==> src/rtl/mul_arbiter.sv <==
`timescale 1ns/1ps
// Round-robin arbiter/sequencer sharing one multi-cycle multiplier among NUM_REQ requesters.
// Optional watchdog with error completion is enabled by defining MUL_ARB_TIMEOUT_EN.
module mul_arbiter #(
    parameter int NUM_REQ = 4,
    parameter int WIDTH   = 24,
    parameter int TIMEOUT = 64
) (
    input  logic                       clk,
    input  logic                       rst,
    input  logic [NUM_REQ-1:0]         req,
    input  logic [NUM_REQ*WIDTH-1:0]   rs1_flat,
    input  logic [NUM_REQ*WIDTH-1:0]   rs2_flat,
    output logic [NUM_REQ-1:0]         grant,
    output logic [NUM_REQ-1:0]         done,
    output logic [WIDTH-1:0]           result,
    output logic                       err,
    output logic                       arb_busy,
    output logic [WIDTH-1:0]           mul_rs1,
    output logic [WIDTH-1:0]           mul_rs2,
    output logic                       mul_start,
    input  logic [WIDTH-1:0]           mul_result,
    input  logic                       mul_valid,
    input  logic                       mul_busy
);

    localparam int IW = (NUM_REQ > 1) ? $clog2(NUM_REQ) : 1;

    if (NUM_REQ < 2 || NUM_REQ > 8 || TIMEOUT < 1) begin : g_param_check
        $error("mul_arbiter: NUM_REQ must be 2..8 and TIMEOUT at least 1");
    end

    typedef enum logic [2:0] {
        S_IDLE,
        S_ISSUE,
        S_WAIT_BUSY,
        S_WAIT_DONE,
        S_RESP
    } state_t;

    state_t               state_q, state_d;
    logic [NUM_REQ-1:0]   grant_q, grant_d;
    logic [NUM_REQ-1:0]   done_q, done_d;
    logic [WIDTH-1:0]     result_q, result_d;
    logic [WIDTH-1:0]     mul_rs1_q, mul_rs1_d;
    logic [WIDTH-1:0]     mul_rs2_q, mul_rs2_d;
    logic                 mul_start_q, mul_start_d;
    logic [IW-1:0]        last_grant_q, last_grant_d;
    logic [IW-1:0]        owner_q, owner_d;

    logic                 hi_found, lo_found, win_found;
    logic [IW-1:0]        hi_idx, lo_idx, win_idx;
    logic [WIDTH-1:0]     sel_rs1, sel_rs2;
    logic [NUM_REQ-1:0]   win_onehot, owner_onehot;
    logic                 can_issue;

`ifdef MUL_ARB_TIMEOUT_EN
    localparam int CW = $clog2(TIMEOUT + 1);
    logic [CW-1:0]        cnt_q, cnt_d;
    logic                 stall_q, stall_d;
    logic                 err_q, err_d;
`endif

    // Rotating priority: lowest requester above last_grant wins, else wrap to the lowest at or below it.
    always_comb begin
        hi_found = 1'b0;
        lo_found = 1'b0;
        hi_idx   = '0;
        lo_idx   = '0;
        for (int i = NUM_REQ - 1; i >= 0; i--) begin
            if (req[i] && (IW'(i) > last_grant_q)) begin
                hi_found = 1'b1;
                hi_idx   = IW'(i);
            end
            if (req[i] && (IW'(i) <= last_grant_q)) begin
                lo_found = 1'b1;
                lo_idx   = IW'(i);
            end
        end
        win_found = hi_found | lo_found;
        win_idx   = hi_found ? hi_idx : lo_idx;
    end

    always_comb begin
        sel_rs1 = '0;
        sel_rs2 = '0;
        for (int i = 0; i < NUM_REQ; i++) begin
            if (win_idx == IW'(i)) begin
                sel_rs1 = rs1_flat[i*WIDTH +: WIDTH];
                sel_rs2 = rs2_flat[i*WIDTH +: WIDTH];
            end
        end
    end

    assign win_onehot   = {{(NUM_REQ-1){1'b0}}, 1'b1} << win_idx;
    assign owner_onehot = {{(NUM_REQ-1){1'b0}}, 1'b1} << owner_q;

`ifdef MUL_ARB_TIMEOUT_EN
    // After a timeout the multiplier may still be computing; hold off until it reports idle.
    assign can_issue = !stall_q || !mul_busy;
`else
    assign can_issue = 1'b1;
`endif

    always_comb begin
        state_d      = state_q;
        grant_d      = '0;
        done_d       = '0;
        mul_start_d  = 1'b0;
        result_d     = result_q;
        mul_rs1_d    = mul_rs1_q;
        mul_rs2_d    = mul_rs2_q;
        last_grant_d = last_grant_q;
        owner_d      = owner_q;
`ifdef MUL_ARB_TIMEOUT_EN
        cnt_d        = cnt_q;
        stall_d      = stall_q;
        err_d        = err_q;
`endif

        case (state_q)
            S_IDLE: begin
`ifdef MUL_ARB_TIMEOUT_EN
                if (!mul_busy) begin
                    stall_d = 1'b0;
                end
`endif
                if (win_found && can_issue) begin
                    grant_d      = win_onehot;
                    mul_start_d  = 1'b1;
                    mul_rs1_d    = sel_rs1;
                    mul_rs2_d    = sel_rs2;
                    last_grant_d = win_idx;
                    owner_d      = win_idx;
                    state_d      = S_ISSUE;
                end
            end
            S_ISSUE: begin
`ifdef MUL_ARB_TIMEOUT_EN
                cnt_d = '0;
`endif
                state_d = S_WAIT_BUSY;
            end
            // mul_valid is still sticky from the previous op here, so only busy matters.
            S_WAIT_BUSY: begin
                if (mul_busy) begin
                    state_d = S_WAIT_DONE;
                end
            end
            S_WAIT_DONE: begin
                if (mul_valid && !mul_busy) begin
                    result_d = mul_result;
                    done_d   = owner_onehot;
`ifdef MUL_ARB_TIMEOUT_EN
                    err_d    = 1'b0;
`endif
                    state_d  = S_RESP;
                end
            end
            S_RESP: begin
                state_d = S_IDLE;
            end
            default: begin
                state_d = S_IDLE;
            end
        endcase

`ifdef MUL_ARB_TIMEOUT_EN
        if (state_q == S_WAIT_BUSY || state_q == S_WAIT_DONE) begin
            cnt_d = cnt_q + 1'b1;
            if (cnt_q == CW'(TIMEOUT - 1) && state_d != S_RESP) begin
                result_d = '0;
                done_d   = owner_onehot;
                err_d    = 1'b1;
                stall_d  = 1'b1;
                state_d  = S_RESP;
            end
        end
`endif
    end

    always_ff @(posedge clk or posedge rst) begin
        if (rst) begin
            state_q      <= S_IDLE;
            grant_q      <= '0;
            done_q       <= '0;
            result_q     <= '0;
            mul_rs1_q    <= '0;
            mul_rs2_q    <= '0;
            mul_start_q  <= 1'b0;
            last_grant_q <= IW'(NUM_REQ - 1);
            owner_q      <= '0;
`ifdef MUL_ARB_TIMEOUT_EN
            cnt_q        <= '0;
            stall_q      <= 1'b0;
            err_q        <= 1'b0;
`endif
        end else begin
            state_q      <= state_d;
            grant_q      <= grant_d;
            done_q       <= done_d;
            result_q     <= result_d;
            mul_rs1_q    <= mul_rs1_d;
            mul_rs2_q    <= mul_rs2_d;
            mul_start_q  <= mul_start_d;
            last_grant_q <= last_grant_d;
            owner_q      <= owner_d;
`ifdef MUL_ARB_TIMEOUT_EN
            cnt_q        <= cnt_d;
            stall_q      <= stall_d;
            err_q        <= err_d;
`endif
        end
    end

    assign grant     = grant_q;
    assign done      = done_q;
    assign result    = result_q;
    assign mul_rs1   = mul_rs1_q;
    assign mul_rs2   = mul_rs2_q;
    assign mul_start = mul_start_q;
    assign arb_busy  = (state_q != S_IDLE);
`ifdef MUL_ARB_TIMEOUT_EN
    assign err       = err_q;
`else
    assign err       = 1'b0;
`endif

endmodule

==> config.mk <==
export PLATFORM = sky130hd
export DESIGN_NAME = mul_arbiter
export DESIGN_NICKNAME = d
export VERILOG_FILES = /design/src/rtl/mul_arbiter.sv
export SDC_FILE = /design/constraint.sdc
export NUM_CORES = 1
export LEC_CHECK = 0
export CAP_MARGIN = 10
export CORE_AREA = 2 2 120 122
export DETAILED_ROUTE_END_ITERATION = 8
export DIE_AREA = 0 0 122 124
export PLACE_DENSITY = 0.78
export SLEW_MARGIN = 0
export SYNTH_ARGS = -nofsm -noshare
export SYNTH_HDL_FRONTEND = slang
export SYNTH_SLANG_ARGS = --single-unit
export TNS_END_PERCENT = 1
==> constraint.sdc <==
create_clock -name clk -period 8.3 [get_ports clk]
set_clock_uncertainty 0.15 [all_clocks]
set_input_delay 2.49 -clock clk [delete_from_list [all_inputs] [get_ports clk]]
set_output_delay 2.49 -clock clk [all_outputs]
set_load 0.02 [all_outputs]
==> out/metrics.sh, run 1 <==
TOTAL_POWER_mW=2.55
DATA_ARRIVAL_TIME_OF_THE_CRITICAL_PATH_NS=5.75
HOLDBUFCOUNTCTS=0
DIE_HEIGHT_UM=124
DP.FINAL_HPWL_UM=13300
DRT-INITIAL-DRC-COUNT=402
NUMCTSBUFFERS=9
MINIMUM_HOLD_SLACK_NS=0.337
CTS_MAX_LEVEL=3
LATEST_CLOCK_ARRIVAL_WITHIN_THE_WORST_SKEW_PAIR_NS=0.34
FP-ROW-COUNT=43
FINAL_CORE_UTIL_PCT=59.7
DRC=0
WORST_SETUP_HOLD_PATH_CLK_SLEW_NS=0.07
YOSYS_REGISTER_BITS=88
SETUP_WS_NS=2.67
SETUP.WORST_PATH.CLASS='input pin to flip-flop'
ENDPOINT_CLASS_OF_THE_CRITICAL_PATH='flip-flop'
CRIT_FAMILY='compound AO/OA/AOI/OAI gates'
DIE_X_UM=122
GRT_USE_TOTAL_PCT=22.4
DETAILEDPLACE.WORSTSLACK_NS=2.33
WORSTPATHCELLLIST='clkdlybuf4s50_1, and2b_1, o21ai_2, and3_1, buf_4, mux2_2, o21ai_1'
FMAX_GHz=0.177
TOTAL_VIAS_IN_THE_FINAL_ROUTE=5209
MAXIMUM_NUMBER_OF_PINS_ON_ONE_NET_BEFORE_GLOBAL_ROUTE_REPAIR=58
DEEPEST_CLOCK_PATH_BUFFER_COUNT=2
DETAIL_ROUTE.FIRST_PASS.ITERATIONS=5
NNETSFINAL=1003
AVGVIACOUNTPERCELL=5.40
MIN_PERIOD_NS=5.63
PLACE_INST=947
SYNTH_TOP_FLOP_CELL='dfrtp_1'
TNS_NS=0
AREA_DELTA_SYNTH_FINAL_PCT=71.1
GLOBAL_PLACER_S_FINAL_WEIGHTED_CONGESTION=0.840
INITIAL_ANTENNA_VIOLATION_COUNT=0
CELLPOWERDENSITY_nW_PER_UM2=312
CP_SLOWEST_STAGE_DELAY_NS=0.88
WORSTHOLDPATHTYPE='flip-flop to flip-flop'
COUNT_OF_DISTINCT_CELL_TYPES_IN_THE_SYNTHESIZED_NETLIST=45
DIODE_COUNT=0
SYNTH.NET_COUNT=730
CRITICAL_PATH_PEAK_FANOUT=29
SYNTH_INSTANCES=506
CLOCK-SINKS=88
PLACE.PORT_BUFFERS=305
SYNTH-WARNING-COUNT=0
GRT_SETUP_UNREPAIRED='no'
MAXSLEWHEADROOM_PCT=17.5
GRT_FIRST_PASS_WIRELENGTH_UM=26000
FINAL-HOLD-VIOLATION-COUNT=0
POST_CTS.RESIZED_INSTANCES=0
SETUP_VIOL_COUNT_FINAL=0
CTS.REPAIR_TIMING.SETUP_BUFFER_COUNT=0
FINISH.CELL_COUNT_WITHOUT_FILLERS=964
CAP_VIOL_MAX_COUNT=0
STATUS='finished, final reports clean'
LEAKAGE_POWER_OF_THE_DESIGN_nW=3.29
FILLERS=1174
TIMING.CRITICAL_PATH.FROM_TYPE='input pin'
SYN-CELL-AREA_UM2=4790
SYN_AVG_CELL_AREA_UM2=9.46
ROUTE.FINAL.WIRE_LENGTH_UM=17600
START_UTIL_PCT=34.9
NUM_IO_PINS=307
GRT-OVFL-TOTAL=0
STDCELL_AREA_UM2=8190
DPL_CELL_AREA_UM2=7880
FINALCRITPERIODSHARE_PCT=67.9
SYNTH_ENABLE_FLOP_CELLS=0
CLK_ROOT_BUFFER_CELL='clkbuf_16'
SHARE_OF_FINAL_LAYOUT_STANDARD_CELLS_STRONGER_THAN_DRIVE_STRENGTH_1_PCT=7.65
TIMING_WORST_SLEW_PIN_VALUE_NS=1.24
CTS_TREE='built'
ASYNCSETRESETFLOPFRACSYNTH_PCT=100
DETAIL_ROUTE.WL_PER_CELL_UM=18.3
SYNTH-SEQ-AREA-SHARE_PCT=46.1
FIRST_GLOBAL_VIAS=5198
TIMING.CRITICAL_PATH.BUF_INV=2
IRDROPWORSTVDD_V=0.000168
CRIT_REQUIRED_NS=8.42
FP.DIEAREA_UM2=15100
ANT_NETS=0
SLEW_VIOLATIONS=0
CRITPATHSLOWESTCELL='o21ai_2'
CORE_AREA_UM2=13700
-- Yosys cell counts (5+ instances only) --
| library cell | count | area share, % |
|---|---|---|
| dfrtp_1 | 86 | 45 |
| a211oi_1 | 22 | 3.5 |
| o31a_1 | 9 | 1.6 |
| o211ai_1 | 5 | 0.78 |
| nand2_1 | 29 | 2.3 |
| o21ai_1 | 23 | 2.4 |
| o21ai_0 | 5 | 0.52 |
| a222oi_1 | 16 | 3.3 |
| and2_1 | 6 | 0.78 |
| buf_2 | 17 | 1.8 |
| a31oi_1 | 22 | 2.9 |
| a21oi_1 | 56 | 5.9 |
| o221ai_1 | 19 | 3.5 |
| a311oi_1 | 9 | 1.6 |
| a211o_1 | 10 | 1.8 |
| inv_1 | 31 | 2.4 |
| mux2_2 | 27 | 6.4 |
| clkbuf_1 | 20 | 1.6 |
| buf_1 | 6 | 0.47 |
| nor2_1 | 46 | 3.6 |
-- cell families (layout without fill, tap and decap cells) --
kind of cell	after synthesis	after routing	synth area share, %
compound gates	209	209	30.7
simple gates	99	99	9.12
flops	88	88	46.1
buf+inv	82	360	7.66
mux	27	27	6.35
other cells	1	1	0.0784
-- worst min-delay path: stages, from the launching register on --
cell	delay, ns
dfrtp_1	0.34
nand2_1	0.05
o21ai_1	0.06
-- flip-flops by register name (all words and copies together) (netlist names) --
register,count
mul_rs1,24
last_grant_q,2
owner_q,2
mul_start,1
state_q,3
done,4
grant,4
result,24
mul_rs2,24
-- where the power goes --
| group | leakage, nW | switching (mW) | internal, mW |
|---|---|---|---|
| clock network | 0.136 | 0.189 | 0.210 |
| logic | 2.10 | 0.732 | 0.666 |
| registers | 1.05 | 0.128 | 0.630 |
| total | 3.29 | 1.05 | 1.51 |
-- layout make-up --
cell class / count / area, µm² / area share [%]
Clock inverter: 7 / 63.8 / 0.779
Multi-Input combinational cell: 336 / 2230 / 27.3
Timing Repair Buffer: 312 / 3110 / 38.0
Sequential cell: 88 / 2200 / 26.9
Clock buffer: 9 / 225 / 2.75
Inverter: 32 / 121 / 1.48
Tap cell: 180 / 225 / 2.75
-- path summary, 6_finish.rpt --
kind                                  from     endpoint  slack [ns]  cells after the start
setup / recovery                    req[3]  mul_rs2[22]        2.67                      7
setup reg to reg           last_grant_q[0]  mul_rs2[22]        4.74                      6
max in group asynchronous              rst  mul_rs2[22]        4.51                      3
hold reg to reg                mul_rs1[22]  mul_rs1[22]        0.34                      2
min in group asynchronous              rst   result[15]        2.37                      2
hold / removal                 mul_rs1[22]  mul_rs1[22]        0.34                      2
-- layout by cell type, fill, tap and decap left out, drive strengths merged, types with 2 or more instances in the layout --
master         Yosys  final
clkdlybuf4s50      0    305
dfrtp             86     86
a21oi             56     56
nor2              46     46
inv               32     35
nand2             29     29
o21ai             28     28
mux2              27     27
a31oi             22     22
a211oi            22     22
o221ai            19     19
a222oi            16     16
a211o             10     10
a311oi            10     10
o31a               9      9
clkbuf            20      9
buf               30      7
and2               6      6
o211ai             6      6
nand2b             4      4
nor2b              4      4
or2                2      2
nor3b              2      2
o211a              2      2
o2bb2ai            2      2
and3               2      2
clkinvlp           0      2
dfstp              2      2
clkinv             0      2
-- metal layers --
metal | global-route usage [%] | wire (µm) | part of all wire [%]
met5 | 0 | 0 | 0
met1 | 25.2 | 6700 | 38
met2 | 39.6 | 8870 | 50
met4 | 11.4 | 563 | 3.2
met3 | 5.36 | 1480 | 8.4
(Power assumes the default switching activity.)
==> run 2, diff against run 1 <==
--- a/config.mk
+++ b/config.mk
@@ -6,9 +6,8 @@
 export NUM_CORES = 1
 export LEC_CHECK = 0
 export CAP_MARGIN = 10
-export CORE_AREA = 2 2 120 122
+export CORE_UTILIZATION = 33
 export DETAILED_ROUTE_END_ITERATION = 8
-export DIE_AREA = 0 0 122 124
 export PLACE_DENSITY = 0.78
 export SLEW_MARGIN = 0
 export SYNTH_ARGS = -nofsm -noshare
==> constraint.sdc (replaced) <==
create_clock -name clk -period 5.1 [get_ports clk]
set_clock_uncertainty 0.15 [all_clocks]
set_input_delay 1.53 -clock clk [delete_from_list [all_inputs] [get_ports clk]]
set_output_delay 1.53 -clock clk [all_outputs]
set_load 0.02 [all_outputs]
==> run 2 against run 1 <==
  * Sequential share of layout area shrank 0.24 points
  * Register-to-register slack lost 2.3 ns
  * Combinational power grew 66%
  * Critical endpoint is now mul_rs2[13]
  * Largest power group unchanged
  * Die area shrank 0.93%
  * Non-clock buffer count grew 7
  * Global-route usage grew 1.9 points
  * Clock power grew 71%
  * Wire length grew 4.5%
  * Flip-flop and latch count is the same
==> out/metrics.sh, run 2 (synthesis results as in run 1) <==
STATUS='finished, final reports clean'
STDCELL_AREA_UM2=8260
CRITPATHSLOWESTCELL='and2_1'
GR_UTIL_MET1_PCT=27.7
SEQUENTIALPOWERSHARE_PCT=29.0
LEAKAGE_POWER_OF_THE_DESIGN_nW=3.34
TNS_NS=0
DRT-INITIAL-DRC-COUNT=368
GRT_SETUP_UNREPAIRED='no'
DEEPEST_CLOCK_PATH_BUFFER_COUNT=2
TOTAL_POWER_mW=4.24
WORSTPATHCELLLIST='clkdlybuf4s50_1, or2_1, o211ai_1, and2_1, buf_4, a21oi_1, a21oi_1'
LATEST_CLOCK_ARRIVAL_WITHIN_THE_WORST_SKEW_PAIR_NS=0.34
ROUTE.FINAL.WIRE_LENGTH_UM=18400
NNETSFINAL=1010
DIE_HEIGHT_UM=122
TOTAL_VIAS_IN_THE_FINAL_ROUTE=5252
MIN_PERIOD_NS=3.83
HOLD_START='mul_rs1[20]'
FINALCRITPERIODSHARE_PCT=75.2
SETUP_WS_NS=1.27
FINAL-HOLD-VIOLATION-COUNT=0
WORST_HOLD_PATH.NUM_CELLS=2
GRT_FIRST_PASS_WIRELENGTH_UM=27700
POST_CTS.RESIZED_INSTANCES=0
CORE_AREA_UM2=14000
DETAIL_ROUTE.WL_PER_CELL_UM=18.9
FINISH.CELL_COUNT_WITHOUT_FILLERS=971
MOSTFREQUENTLAYOUTCELL='clkdlybuf4s50_1'
SETUP_VIOL_COUNT_FINAL=0
SHARE_COMB_OF_TOTAL_POWER_PCT=55.0
DATA_ARRIVAL_TIME_OF_THE_CRITICAL_PATH_NS=3.95
FP.DIEAREA_UM2=15000
DPL_CELL_AREA_UM2=7940
GLOBAL_PLACER_S_FINAL_WEIGHTED_CONGESTION=0.854
INITIAL_ANTENNA_VIOLATION_COUNT=0
CP_SLOWEST_STAGE_DELAY_NS=0.76
DRC=0
MAXSLEWHEADROOM_PCT=39.6
CELLPOWERDENSITY_nW_PER_UM2=513
TIMING.RR.START='last_grant_q[0]'
MAXIMUM_NUMBER_OF_PINS_ON_ONE_NET_BEFORE_GLOBAL_ROUTE_REPAIR=89
PLACE_INST=954
CLOCK-SINKS=88
SLEW_VIOLATIONS=0
WORSTHOLDPATHTYPE='flip-flop to flip-flop'
END_OF_THE_WORST_REGISTER_TO_REGISTER_PATH='mul_rs2[22]'
CRIT_FAMILY='simple AND/OR/NAND/NOR gates'
CRIT_REQUIRED_NS=5.21
FINAL_CELL_MIX='clkdlybuf4s50_1 (305), dfrtp_1 (86), a21oi_1 (56)'
SHARE_CLK_OF_TOTAL_POWER_PCT=16.0
CLK_ROOT_BUFFER_CELL='clkbuf_16'
WORST_SETUP_HOLD_PATH_CLK_SLEW_NS=0.07
DETAILEDPLACE.WORSTSLACK_NS=0.923
HOLDBUFCOUNTCTS=0
DETAIL_ROUTE.FIRST_PASS.ITERATIONS=5
ANT_NETS=0
GRT_USE_TOTAL_PCT=24.3
DIODE_COUNT=0
MINIMUM_HOLD_SLACK_NS=0.332
GRT-OVFL-TOTAL=0
RR_WORST_DEPTH=6
TIMING.CRITICAL_PATH.BUF_INV=2
CTS_MAX_LEVEL=3
TIMING.CRITICAL_PATH.FROM_TYPE='input pin'
WHS_ENDPOINT='mul_rs1[20]'
DP.FINAL_HPWL_UM=13600
USE_MET2_PCT=43.1
CRITICAL_PATH_PEAK_FANOUT=22
FMAX_GHz=0.261
DIE_X_UM=122
CAP_VIOL_MAX_COUNT=0
CTS_TREE='built'
CRIT_PATH_FREQUENT_CELL='a21oi_1'
TIMING_WORST_SLEW_PIN_VALUE_NS=0.903
FINAL_CORE_UTIL_PCT=59.1
AVGVIACOUNTPERCELL=5.41
FILLERS=1170
SHARE_OF_FINAL_LAYOUT_STANDARD_CELLS_STRONGER_THAN_DRIVE_STRENGTH_1_PCT=8.34
MULTIINPUTGATEAREA_UM2=2230
CELLINTERNALPOWER_mW=2.51
FIRST_GLOBAL_VIAS=5382
SEQ_AREA_UM2=2200
FP-ROW-COUNT=43
GRT.MET3_USAGE_PCT=5.90
NUMCTSBUFFERS=9
PLACE.PORT_BUFFERS=305
START_UTIL_PCT=34.2
CTS.REPAIR_TIMING.SETUP_BUFFER_COUNT=0
AREA_DELTA_SYNTH_FINAL_PCT=72.6
ENDPOINT_CLASS_OF_THE_CRITICAL_PATH='flip-flop'
GRT.BUSIEST_LAYER='met2'
IRDROPWORSTVDD_V=0.000375
NUM_IO_PINS=307
NETSWITCHINGFRACTION_PCT=40.8
NET-SWITCHING-POWER_mW=1.73
SETUP.WORST_PATH.CLASS='input pin to flip-flop'
FF2FF_SETUP_SLACK_NS=2.43
-- run 2: worst max path at each step --
| stage | start | end | slack [ns] | cells past startpoint |
|---|---|---|---|---|
| 2_1_floorplan | rst | done[0] | 1.14 | 1 |
| 6_report | req[1] | mul_rs2[13] | 1.27 | 7 |
| 4_1_cts | req[1] | mul_rs2[10] | 1.29 | 7 |
| 3_3_place_gp | req[3] | mul_rs1[3] | 1.02 | 7 |
| 5_1_grt | req[3] | mul_rs2[22] | 1.11 | 7 |
| 3_5_place_dp | req[1] | mul_rs2[10] | 0.92 | 7 |
-- run 2: layout make-up --
cell class              instances  area share, %
well taps                     180           2.73
clock buffers                  10           2.77
inverters                      32           1.48
clock inverters                 6          0.833
repair buffers                319           38.5
multi-input cells             336           27.0
flip-flops and latches         88           26.7
-- run 2: power by group through the flow --
stage | Sequential (mW) | Combinational, mW | Clock, mW
finish | 1.23 | 2.33 | 0.679
global route | 1.27 | 2.50 | 0.729
CTS | 1.23 | 2.34 | 0.693
detailed placement | 1.24 | 2.33 | 0
global placement | 1.22 | 2.28 | 0
floorplan | 1.55 | 0.964 | 0
-- run 2: metal layers --
metal | part of all wire, % | wire length (µm)
met3 | 8.2 | 1510
met1 | 38 | 6910
met5 | 0 | 0
met4 | 3.0 | 559
met2 | 51 | 9410
-- run 2: worst reg2reg max path: cells and delay by family (launching register included) --
kind                   cells  cell delay (ns)
AOI/OAI and AO/OA          2             0.67
muxes                      1             0.36
DFF                        1             0.63
and+or+nand+nor            2             0.54
buffers and inverters      1             0.25
